## src/rtl/avl_st_pkg.sv

```systemverilog
// Shared Avalon-ST arbiter types and helpers.
// Holds the arbiter FSM state encoding and a width helper used for parameter defaults.
package avl_st_pkg;

    typedef enum logic {ARB_IDLE_S, ARB_PASS_S} arb_state_t;

    // Width helper that never returns zero, for fields like empty on narrow buses.
    function automatic int clog2_min1(input int v);
        return (v > 1) ? $clog2(v) : 1;
    endfunction

endpackage

```

## src/rtl/rr_arbiter.sv

```systemverilog
// Combinational round-robin picker.
// Searches upward from last+1 (mod N) and reports the first requesting index.
module rr_arbiter #(
    parameter int N = 4,
    localparam int IDX_W = $clog2(N)
) (
    input  logic [N-1:0]     req,
    input  logic [IDX_W-1:0] last,
    output logic [IDX_W-1:0] gnt_idx,
    output logic             gnt_vld
);

    int unsigned pos;

    // Scan from farthest to nearest so the closest requester after 'last' wins.
    always_comb begin
        gnt_idx = '0;
        gnt_vld = 1'b0;
        pos     = 0;
        for (int i = N; i >= 1; i--) begin
            pos = (32'(last) + 32'(i)) % 32'(N);
            if (req[pos[IDX_W-1:0]]) begin
                gnt_vld = 1'b1;
                gnt_idx = pos[IDX_W-1:0];
            end
        end
    end

endmodule

```

## src/rtl/ast_pkt_arbiter.sv

```systemverilog
// Packet-level round-robin arbiter sharing one Avalon-ST datapath among N_PORTS sources.
// Grants are held sop..eop; stray non-sop beats from non-granted ports are drained and counted.
module ast_pkt_arbiter
    import avl_st_pkg::*;
#(
    parameter int N_PORTS    = 4,
    parameter int DATA_W     = 64,
    parameter int EMPTY_W    = clog2_min1(DATA_W / 8),
    parameter int CHANNEL_W  = 10,
    parameter int DROP_CNT_W = 16,
    localparam int GNT_W     = $clog2(N_PORTS)
) (
    input  logic                               clk_i,
    input  logic                               rst_i,
    input  logic [N_PORTS-1:0][DATA_W-1:0]     ast_data_i,
    input  logic [N_PORTS-1:0]                 ast_startofpacket_i,
    input  logic [N_PORTS-1:0]                 ast_endofpacket_i,
    input  logic [N_PORTS-1:0]                 ast_valid_i,
    input  logic [N_PORTS-1:0][EMPTY_W-1:0]    ast_empty_i,
    input  logic [N_PORTS-1:0][CHANNEL_W-1:0]  ast_channel_i,
    output logic [N_PORTS-1:0]                 ast_ready_o,
    output logic [DATA_W-1:0]                  ast_data_o,
    output logic                               ast_startofpacket_o,
    output logic                               ast_endofpacket_o,
    output logic                               ast_valid_o,
    output logic [EMPTY_W-1:0]                 ast_empty_o,
    output logic [CHANNEL_W-1:0]               ast_channel_o,
    input  logic                               ast_ready_i,
    output logic [GNT_W-1:0]                   grant_o,
    output logic                               busy_o,
    output logic [DROP_CNT_W-1:0]              drop_cnt_o
);

    // Handshake: a beat moves on any interface exactly when valid and ready are both
    // high at a rising edge; valid never depends on ready, ready may depend on valid.

    arb_state_t            state_q, state_d;
    logic [GNT_W-1:0]      grant_q, grant_d;
    logic [GNT_W-1:0]      last_q, last_d;
    logic [DROP_CNT_W-1:0] drop_q;
    logic [DROP_CNT_W:0]   drop_sum;
    logic [N_PORTS-1:0]    req;
    logic [N_PORTS-1:0]    drain;
    logic [GNT_W-1:0]      rr_idx;
    logic                  rr_vld;
    logic                  pass;

    assign pass = (state_q == ARB_PASS_S);
    assign req  = ast_valid_i & ast_startofpacket_i;

    rr_arbiter #(.N(N_PORTS)) u_rr (
        .req     (req),
        .last    (last_q),
        .gnt_idx (rr_idx),
        .gnt_vld (rr_vld)
    );

    always_comb begin
        ast_data_o          = '0;
        ast_startofpacket_o = 1'b0;
        ast_endofpacket_o   = 1'b0;
        ast_valid_o         = 1'b0;
        ast_empty_o         = '0;
        ast_channel_o       = '0;
        if (pass) begin
            ast_data_o          = ast_data_i[grant_q];
            ast_startofpacket_o = ast_startofpacket_i[grant_q];
            ast_endofpacket_o   = ast_endofpacket_i[grant_q];
            ast_valid_o         = ast_valid_i[grant_q];
            ast_empty_o         = ast_empty_i[grant_q];
            ast_channel_o       = ast_channel_i[grant_q];
        end
    end

    // Granted port follows downstream ready; everyone else only sees drain ready.
    always_comb begin
        drain       = '0;
        ast_ready_o = '0;
        for (int k = 0; k < N_PORTS; k++) begin
            if (pass && (grant_q == GNT_W'(k))) begin
                ast_ready_o[k] = ast_ready_i;
            end else begin
                drain[k]       = ast_valid_i[k] & ~ast_startofpacket_i[k];
                ast_ready_o[k] = drain[k];
            end
        end
        if (rst_i) begin
            drain       = '0;
            ast_ready_o = '0;
        end
    end

    always_comb begin
        drop_sum = {1'b0, drop_q};
        for (int k = 0; k < N_PORTS; k++) begin
            drop_sum = drop_sum + (DROP_CNT_W + 1)'(drain[k]);
        end
    end

    always_comb begin
        state_d = state_q;
        grant_d = grant_q;
        last_d  = last_q;
        case (state_q)
            ARB_IDLE_S: begin
                if (rr_vld) begin
                    grant_d = rr_idx;
                    state_d = ARB_PASS_S;
                end
            end
            ARB_PASS_S: begin
                if (ast_valid_o && ast_ready_i && ast_endofpacket_o) begin
                    last_d  = grant_q;
                    state_d = ARB_IDLE_S;
                end
            end
            default: state_d = ARB_IDLE_S;
        endcase
    end

    // last_q starts at N_PORTS-1 so port 0 wins the first arbitration.
    always_ff @(posedge clk_i or posedge rst_i) begin
        if (rst_i) begin
            state_q <= ARB_IDLE_S;
            grant_q <= '0;
            last_q  <= GNT_W'(N_PORTS - 1);
            drop_q  <= '0;
        end else begin
            state_q <= state_d;
            grant_q <= grant_d;
            last_q  <= last_d;
            drop_q  <= drop_sum[DROP_CNT_W] ? '1 : drop_sum[DROP_CNT_W-1:0];
        end
    end

    assign grant_o    = grant_q;
    assign busy_o     = pass;
    assign drop_cnt_o = drop_q;

endmodule
```

## config.mk

```make
export PLATFORM = sky130hd
export DESIGN_NAME = ast_pkt_arbiter
export DESIGN_NICKNAME = d
export VERILOG_FILES = /design/src/rtl/avl_st_pkg.sv /design/src/rtl/rr_arbiter.sv /design/src/rtl/ast_pkt_arbiter.sv
export SDC_FILE = /design/constraint.sdc
export NUM_CORES = 1
export LEC_CHECK = 0
export CORE_AREA = 10 10 158 160
export DETAILED_ROUTE_END_ITERATION = 10
export DIE_AREA = 0 0 168 170
export GPL_ROUTABILITY_DRIVEN = 0
export PLACE_DENSITY = 0.64
export SYNTH_ARGS = -nofsm -noshare
export SYNTH_HDL_FRONTEND = slang
export SYNTH_SLANG_ARGS = --single-unit
```

## constraint.sdc

```tcl
create_clock -name clk_i -period 5.2 [get_ports clk_i]
set_clock_uncertainty 0.1 [all_clocks]
set_input_delay 1.04 -clock clk_i [delete_from_list [all_inputs] [get_ports clk_i]]
set_output_delay 1.04 -clock clk_i [all_outputs]
set_load 0.02 [all_outputs]
```

==> metrics.log, run 1 <==
[metrics] level count of the clock H-tree: 1
[metrics] endpoint of the most critical register-to-register path: drop_cnt_o[14]$_DFF_PP0_
[metrics] kind of critical path: primary input to flop
[metrics] Static Leak: 0.00303 uW
[metrics] Initial Util: ~17%
[metrics] fraction of synthesis flops using an asynchronous set or reset pin: 100%
[metrics] Final Hold Violating Endpoints: 0
[metrics] via density per instance: 4.48
[metrics] area overhead of the layout relative to synthesis: 122%
[metrics] post-CTS setup buffers: 0
[metrics] arrival time worst endpoint: 4.25 ns
[metrics] endpoint of the worst hold path: drop_cnt_o[10]$_DFF_PP0_
[metrics] minimum period implied by the final worst setup slack: 4.21 ns
[metrics] number of max-capacitance violations reported: 0
[metrics] FF+latch count, synth: 21
[metrics] hold-critical path depth: 2
[metrics] register-to-register setup slack: 1.43 ns
[metrics] pins over their slew limit: 0
[metrics] Die H: roughly 170 um
[metrics] kind of start point of the critical path: primary input
[metrics] worst supply voltage drop on vdd: 0.288 mV
[metrics] sequential area share after synthesis: 14.1%
[metrics] largest net degree at the start of global routing: 88
[metrics] proportion of layout cells with a drive suffix above 1: 13.8%
[metrics] worst setup slack after layout: 0.995 ns
[metrics] leading register cell type out of synthesis: sky130_fd_sc_hd__dfrtp_1
[metrics] total power consumption of the routed design: 3550 uW
[metrics] Reg2Reg Depth: 9
[metrics] # port buffers: 425
[metrics] instance area after placement: 8230 um2
[metrics] number of routed nets with antenna violations: 0
[metrics] worst r2r src: grant_o[1]$_DFFE_PP0P_
[metrics] number of cells produced by synthesis: 320
[metrics] mean post-synth cell area: ~12 um2
[metrics] Site Rows: 54
[metrics] mean routed wirelength per cell: 24.7 um
[metrics] total grt overflow: 0
[metrics] cts bufs inserted: 3
[metrics] number of synthesized flops with an enable pin: 0
[metrics] required time of the worst setup path: 5.25 ns
[metrics] DRC violation count after routing: 0
[metrics] Mapped Area: 3740 um2
[metrics] root buf cell: sky130_fd_sc_hd__clkbuf_16
[metrics] Yosys warnings: 0
[metrics] vias in the first global route: 4830
[metrics] pin slew with the least headroom to its limit: 0.771 ns
[metrics] DP HPWL: 21200 um
[metrics] Core Area: 21700 um2
[metrics] Total GRT Usage: 15.9%
[metrics] vias: 4502
[metrics] Total Die Area: 28600 um2
[metrics] most common cell after layout, fill and taps aside: sky130_fd_sc_hd__clkdlybuf4s50_1
[metrics] unrepaired setup endpoints after global routing: no
[metrics] total negative slack: 0 ns
[metrics] maximum number of buffers from clock root to sink: 2
[metrics] count of different cell masters after synthesis: 42
[metrics] path category of the worst min-delay check: flop to flop
[metrics] number of nets in the layout: 1051
[metrics] tightest slew margin relative to the limit: between 40 and 50%
[metrics] leading cell types in the layout, fill and taps excluded: sky130_fd_sc_hd__clkdlybuf4s50_1, sky130_fd_sc_hd__and2_1, sky130_fd_sc_hd__mux4_2, sky130_fd_sc_hd__nand2_1, sky130_fd_sc_hd__dfrtp_1
[metrics] Total Routed Length: 24900 um
[metrics] quantity of hold-fixing buffers added after cts: 0
[metrics] wire length of the first global-routing pass: 34900 um
[metrics] clock insertion delay at the later pin of the skew report: around 0.26 ns
[metrics] clock tree from TritonCTS: built
[metrics] Die X-Extent: 168 um
[metrics] I/O pins: roughly 430
[metrics] DRT iter0 DRCs: 250
[metrics] number of detailed-route iterations in the first pass: 4
[metrics] result of the run: complete, no violations
[metrics] startpoint of the lowest-slack hold path: drop_cnt_o[10]$_DFF_PP0_
[metrics] worst slack on hold paths: 0.485 ns
[metrics] Post-Syn Nets: 647
[metrics] Layout Cell Area excl Fill: 8320 um2
[metrics] initial antenna violation count: 7
[metrics] portion of the clock cycle consumed by the worst path in the final layout: 80.9%
[metrics] top achievable clock speed: 238 MHz
[metrics] number of instances resized during post-cts repair: 0
[metrics] Worst Setup End Kind: flop
[metrics] total power density per cell area: 427 nW/um2
[metrics] setup violators final: 0
[metrics] clock-pin slew of the registers on the worst-case setup and hold paths: ~0.06 ns
[metrics] Clock Sink Count: 21
[metrics] crit-path max FO: 23
[metrics] pre-CTS worst setup slack: 0.696 ns
[area by class of cell]
cell class                 instances  area, um2
clock inverter                     1       5.00
sequential                        21        537
fill                            2112      13400
multi-input combinational        262       3000
inverter                           6       22.5
tap                              280        350
timing repair buffer             430       4320
clock buffer                       3       75.1
antenna                            3       7.51
[cell families after synthesis]
| family | after synthesis | synth area share, % |
|---|---|---|
| simple gates | 137 | 21.7 |
| mux | 88 | 50.3 |
| compound gates | 26 | 4.65 |
| xor+xnor | 7 | 1.64 |
| fa+ha+maj | 4 | 1.94 |
| flops | 21 | 14.1 |
| buf+inv | 37 | 5.65 |
[worst max-delay path, cell delays in order]
cell	delay (ns)
sky130_fd_sc_hd__clkdlybuf4s50_1	0.47
sky130_fd_sc_hd__inv_1	0.10
sky130_fd_sc_hd__buf_4	0.29
sky130_fd_sc_hd__nand3_1	0.13
sky130_fd_sc_hd__fa_1	0.47
sky130_fd_sc_hd__fa_1	0.46
sky130_fd_sc_hd__inv_1	0.08
sky130_fd_sc_hd__fa_1	0.22
sky130_fd_sc_hd__and4_1	0.30
sky130_fd_sc_hd__nand2_1	0.12
sky130_fd_sc_hd__nor3_1	0.22
sky130_fd_sc_hd__mux2_2	0.35
[worst max path at each step]
stage          startpoint                        to  depth (start not counted)
2_1_floorplan       rst_i  drop_cnt_o[13]$_DFF_PP0_                         11
3_3_place_gp        rst_i   drop_cnt_o[6]$_DFF_PP0_                         12
3_5_place_dp        rst_i  drop_cnt_o[14]$_DFF_PP0_                         12
4_1_cts             rst_i  drop_cnt_o[14]$_DFF_PP0_                         12
5_1_grt             rst_i  drop_cnt_o[14]$_DFF_PP0_                         12
6_report            rst_i  drop_cnt_o[14]$_DFF_PP0_                         12
[registers in the layout, summed over array words and instances (netlist names)]
signal and cells:
busy_o 1, grant_o 2, last_q 2, drop_cnt_o 16
[synthesized netlist by cell type, drive strengths merged, types with 3 or more instances]
| cell | n | share of area [%] |
|---|---|---|
| and2 | 83 | 14 |
| mux4 | 79 | 48 |
| dfrtp | 19 | 13 |
| nand2 | 19 | 1.9 |
| buf | 18 | 3.7 |
| clkbuf | 13 | 1.3 |
| nand3 | 8 | 1.1 |
| o21ai | 7 | 0.94 |
| inv | 6 | 0.60 |
| mux2 | 5 | 1.7 |
| nor2 | 5 | 0.50 |
| and4 | 4 | 0.94 |
| mux2i | 4 | 1.1 |
| nand2b | 4 | 0.67 |
| xor2 | 4 | 0.94 |
| a21oi | 3 | 0.40 |
| and3 | 3 | 0.64 |
| fa | 3 | 1.6 |
| nor2b | 3 | 0.50 |
| or3 | 3 | 0.64 |
| xnor2 | 3 | 0.70 |
[per-layer routing]
| layer | share of wire (%) | GRT usage, % |
|---|---|---|
| met5 | 0.25 | 0 |
| met4 | 0.45 | 1.40 |
| met3 | 8.6 | 5.02 |
| met2 | 50 | 27.5 |
| met1 | 40 | 19.6 |
[where the power goes]
group	switching, uW	internal [uW]
combinational	1380	1650
clock	63.1	103
sequential	144	216
total	1580	1970
[stage by stage]
stage	instances	util (%)
floorplan	320	-
global placement	999	37.9
detailed placement	999	37.9
CTS	1003	38.3
global route	1005	38.3
finish	1006	38.3
Power figures use the tool's default switching activity.
==> inputs of run 2 (changes only) <==
--- a/config.mk
+++ b/config.mk
@@ -9,7 +9,7 @@
 export DETAILED_ROUTE_END_ITERATION = 10
 export DIE_AREA = 0 0 168 170
 export GPL_ROUTABILITY_DRIVEN = 0
-export PLACE_DENSITY = 0.64
+export PLACE_DENSITY = 0.66
 export SYNTH_ARGS = -nofsm -noshare
 export SYNTH_HDL_FRONTEND = slang
 export SYNTH_SLANG_ARGS = --single-unit
==> constraint.sdc (replaced) <==
create_clock -name clk_i -period 3.86 [get_ports clk_i]
set_clock_uncertainty 0.1 [all_clocks]
set_input_delay 0.772 -clock clk_i [delete_from_list [all_inputs] [get_ports clk_i]]
set_output_delay 0.772 -clock clk_i [all_outputs]
set_load 0.02 [all_outputs]
==> metrics.log, run 2 (synthesis results as in run 1) <==
[metrics] Die H: 170 um
[metrics] wire length of the first global-routing pass: 35500 um
[metrics] crit-path max FO: 4
[metrics] pins over their slew limit: 0
[metrics] pin slew with the least headroom to its limit: 0.785 ns
[metrics] root buf cell: sky130_fd_sc_hd__clkbuf_16
[metrics] I/O pins: about 430
[metrics] most common cell after layout, fill and taps aside: sky130_fd_sc_hd__clkdlybuf4s50_1
[metrics] Total GRT Usage: 16.1%
[metrics] Most Used Layer, Global Route: met2
[metrics] Clock Sink Count: 21
[metrics] fraction of met1 tracks used by global routing: 20.7%
[metrics] number of routed nets with antenna violations: 0
[metrics] required time of the worst setup path: 3.91 ns
[metrics] post-placement cell count: 1010
[metrics] tightest slew margin relative to the limit: a little under half
[metrics] total grt overflow: 0
[metrics] Worst Setup End Kind: flop
[metrics] proportion of layout cells with a drive suffix above 1: 15.5%
[metrics] number of max-capacitance violations reported: 0
[metrics] kind of start point of the critical path: primary input
[metrics] # port buffers: 425
[metrics] clock-pin slew of the registers on the worst-case setup and hold paths: 0.06 ns
[metrics] DRT iter0 DRCs: 383
[metrics] vias: 4644
[metrics] result of the run: complete, no violations
[metrics] leading cell types in the layout, fill and taps excluded: sky130_fd_sc_hd__clkdlybuf4s50_1, sky130_fd_sc_hd__and2_1, sky130_fd_sc_hd__mux4_2, sky130_fd_sc_hd__nand2_1, sky130_fd_sc_hd__dfrtp_1
[metrics] area overhead of the layout relative to synthesis: 125%
[metrics] minimum period implied by the final worst setup slack: 3.72 ns
[metrics] level count of the clock H-tree: 1
[metrics] flip-flop count of the largest register after layout: 16
[metrics] mean routed wirelength per cell: 24.8 um
[metrics] Static Leak: 0.00309 uW
[metrics] DP HPWL: approximately 21000 um
[metrics] Core Area: ~22000 um2
[metrics] Site Rows: 54
[metrics] via density per instance: 4.57
[metrics] cts bufs inserted: 3
[metrics] total power density per cell area: approximately 570 nW/um2
[metrics] met2 layer usage reported by global route: between 20% and 30%
[metrics] worst supply voltage drop on vdd: between 0.3 and 0.4 mV
[metrics] Layout Cell Area excl Fill: 8420 um2
[metrics] top achievable clock speed: ~270 MHz
[metrics] maximum number of buffers from clock root to sink: 2
[metrics] Initial Util: 17.2%
[metrics] number of detailed-route iterations in the first pass: 4
[metrics] initial antenna violation count: 5
[metrics] Total Routed Length: 25200 um
[metrics] unrepaired setup endpoints after global routing: no
[metrics] arrival time worst endpoint: 3.77 ns
[metrics] clock tree from TritonCTS: built
[metrics] number of nets in the layout: 1062
[metrics] Layout Cells excl Fill: 1017
[metrics] instance area after placement: 8330 um2
[metrics] portion of the clock cycle consumed by the worst path in the final layout: 96.5%
[metrics] clock insertion delay at the later pin of the skew report: 0.26 ns
[metrics] setup violators final: 0
[metrics] DRC violation count after routing: 0
[metrics] Total Die Area: 28600 um2
[metrics] kind of critical path: primary input to flop
[metrics] met3 track demand over resource in global routing: a little under 5%
[metrics] path category of the worst min-delay check: flop to flop
[metrics] Die X-Extent: 168 um
[metrics] vias in the first global route: just under 5000
[metrics] Final Hold Violating Endpoints: 0
[metrics] largest net degree at the start of global routing: 88
run 2: cell count changes in the layout (fill, tap and decap cells not counted), sizes merged:
cell      delta
buf         +11
clkinvlp     +1
inv          -1
run 2: metrics by stage:
step	total power [uW]	hold WS (ns)	TNS [ns]	setup WS, ns	utilization (%)
2_1_floorplan	2750	0.514	0	0.121	-
3_3_place_gp	4640	0.449	-2.97	-0.232	38.4
3_5_place_dp	4620	0.447	-2.91	-0.243	38.4
4_1_cts	4890	0.467	0	0.0529	38.8
5_1_grt	5080	0.496	0	0.0170	38.8
6_report	4820	0.462	0	0.137	38.8
run 2: repair_timing:
action | 4_1_cts | 5_1_grt
pin swaps | 0 | 2
hold buffers | 0 | 0
gates resized for setup | 1 | 2
buffers inserted | 0 | 0
setup endpoints to repair | 1 | 14
run 2: path summary, 6_finish.rpt:
path | to | slack [ns] | cells past startpoint | from
worst max-delay path | drop_cnt_o[14]$_DFF_PP0_ | 0.14 | 11 | ast_valid_i[0]
worst min-delay path | drop_cnt_o[10]$_DFF_PP0_ | 0.46 | 2 | drop_cnt_o[10]$_DFF_PP0_
worst max register to register | drop_cnt_o[14]$_DFF_PP0_ | 0.58 | 11 | grant_o[1]$_DFFE_PP0P_
worst min register to register | drop_cnt_o[10]$_DFF_PP0_ | 0.46 | 2 | drop_cnt_o[10]$_DFF_PP0_
max in group asynchronous | last_q[1]$_DFFE_PP1P_ | 2.59 | 3 | rst_i
min in group asynchronous | grant_o[1]$_DFFE_PP0P_ | 0.85 | 3 | rst_i
run 2: final cells by class:
class	count	area [um2]
Antenna cell	3	7.51
Clock buffer	3	75.1
Clock inverter	1	5.00
Fill cell	2078	13300
Inverter	6	26.3
Multi-Input combinational cell	262	3010
Sequential cell	21	537
Tap cell	280	350
Timing Repair Buffer	441	4410
run 2: worst max-delay path: stages:
cell and delay, ns:
sky130_fd_sc_hd__clkdlybuf4s50_1 0.49, sky130_fd_sc_hd__nor2b_2 0.20, sky130_fd_sc_hd__o311ai_1 0.15, sky130_fd_sc_hd__fa_1 0.52
sky130_fd_sc_hd__fa_1 0.45, sky130_fd_sc_hd__inv_1 0.08, sky130_fd_sc_hd__fa_1 0.20, sky130_fd_sc_hd__and4_4 0.25
sky130_fd_sc_hd__nand2_1 0.08, sky130_fd_sc_hd__nor3_1 0.22, sky130_fd_sc_hd__mux2_2 0.35
run 2: power by group:
group | leakage (uW) | internal [uW] | switching, uW
combinational | 0.00278 | 2250 | 1960
clock | 0.0000409 | 139 | 83.7
sequential | 0.000264 | 293 | 92.2
total | 0.00309 | 2680 | 2130
run 2: routing by layer:
| layer | up-vias | share of wire (%) | routed length [um] |
|---|---|---|---|
| li1 | 2085 | - | - |
| met1 | 2276 | 41 | 10200 |
| met2 | 263 | 49 | 12300 |
| met3 | 16 | 9.3 | 2350 |
| met4 | 4 | 1.0 | 263 |
| met5 | - | 0.13 | 34 |
==> inputs of run 3 (changes only) <==
--- a/config.mk
+++ b/config.mk
@@ -10,6 +10,7 @@
 export DIE_AREA = 0 0 168 170
 export GPL_ROUTABILITY_DRIVEN = 0
 export PLACE_DENSITY = 0.66
+export SKIP_CTS_REPAIR_TIMING = 1
 export SYNTH_ARGS = -nofsm -noshare
 export SYNTH_HDL_FRONTEND = slang
 export SYNTH_SLANG_ARGS = --single-unit
==> results of run 3 <==
Same layout as run 2: the final DEF is identical, and so are final timing and power.
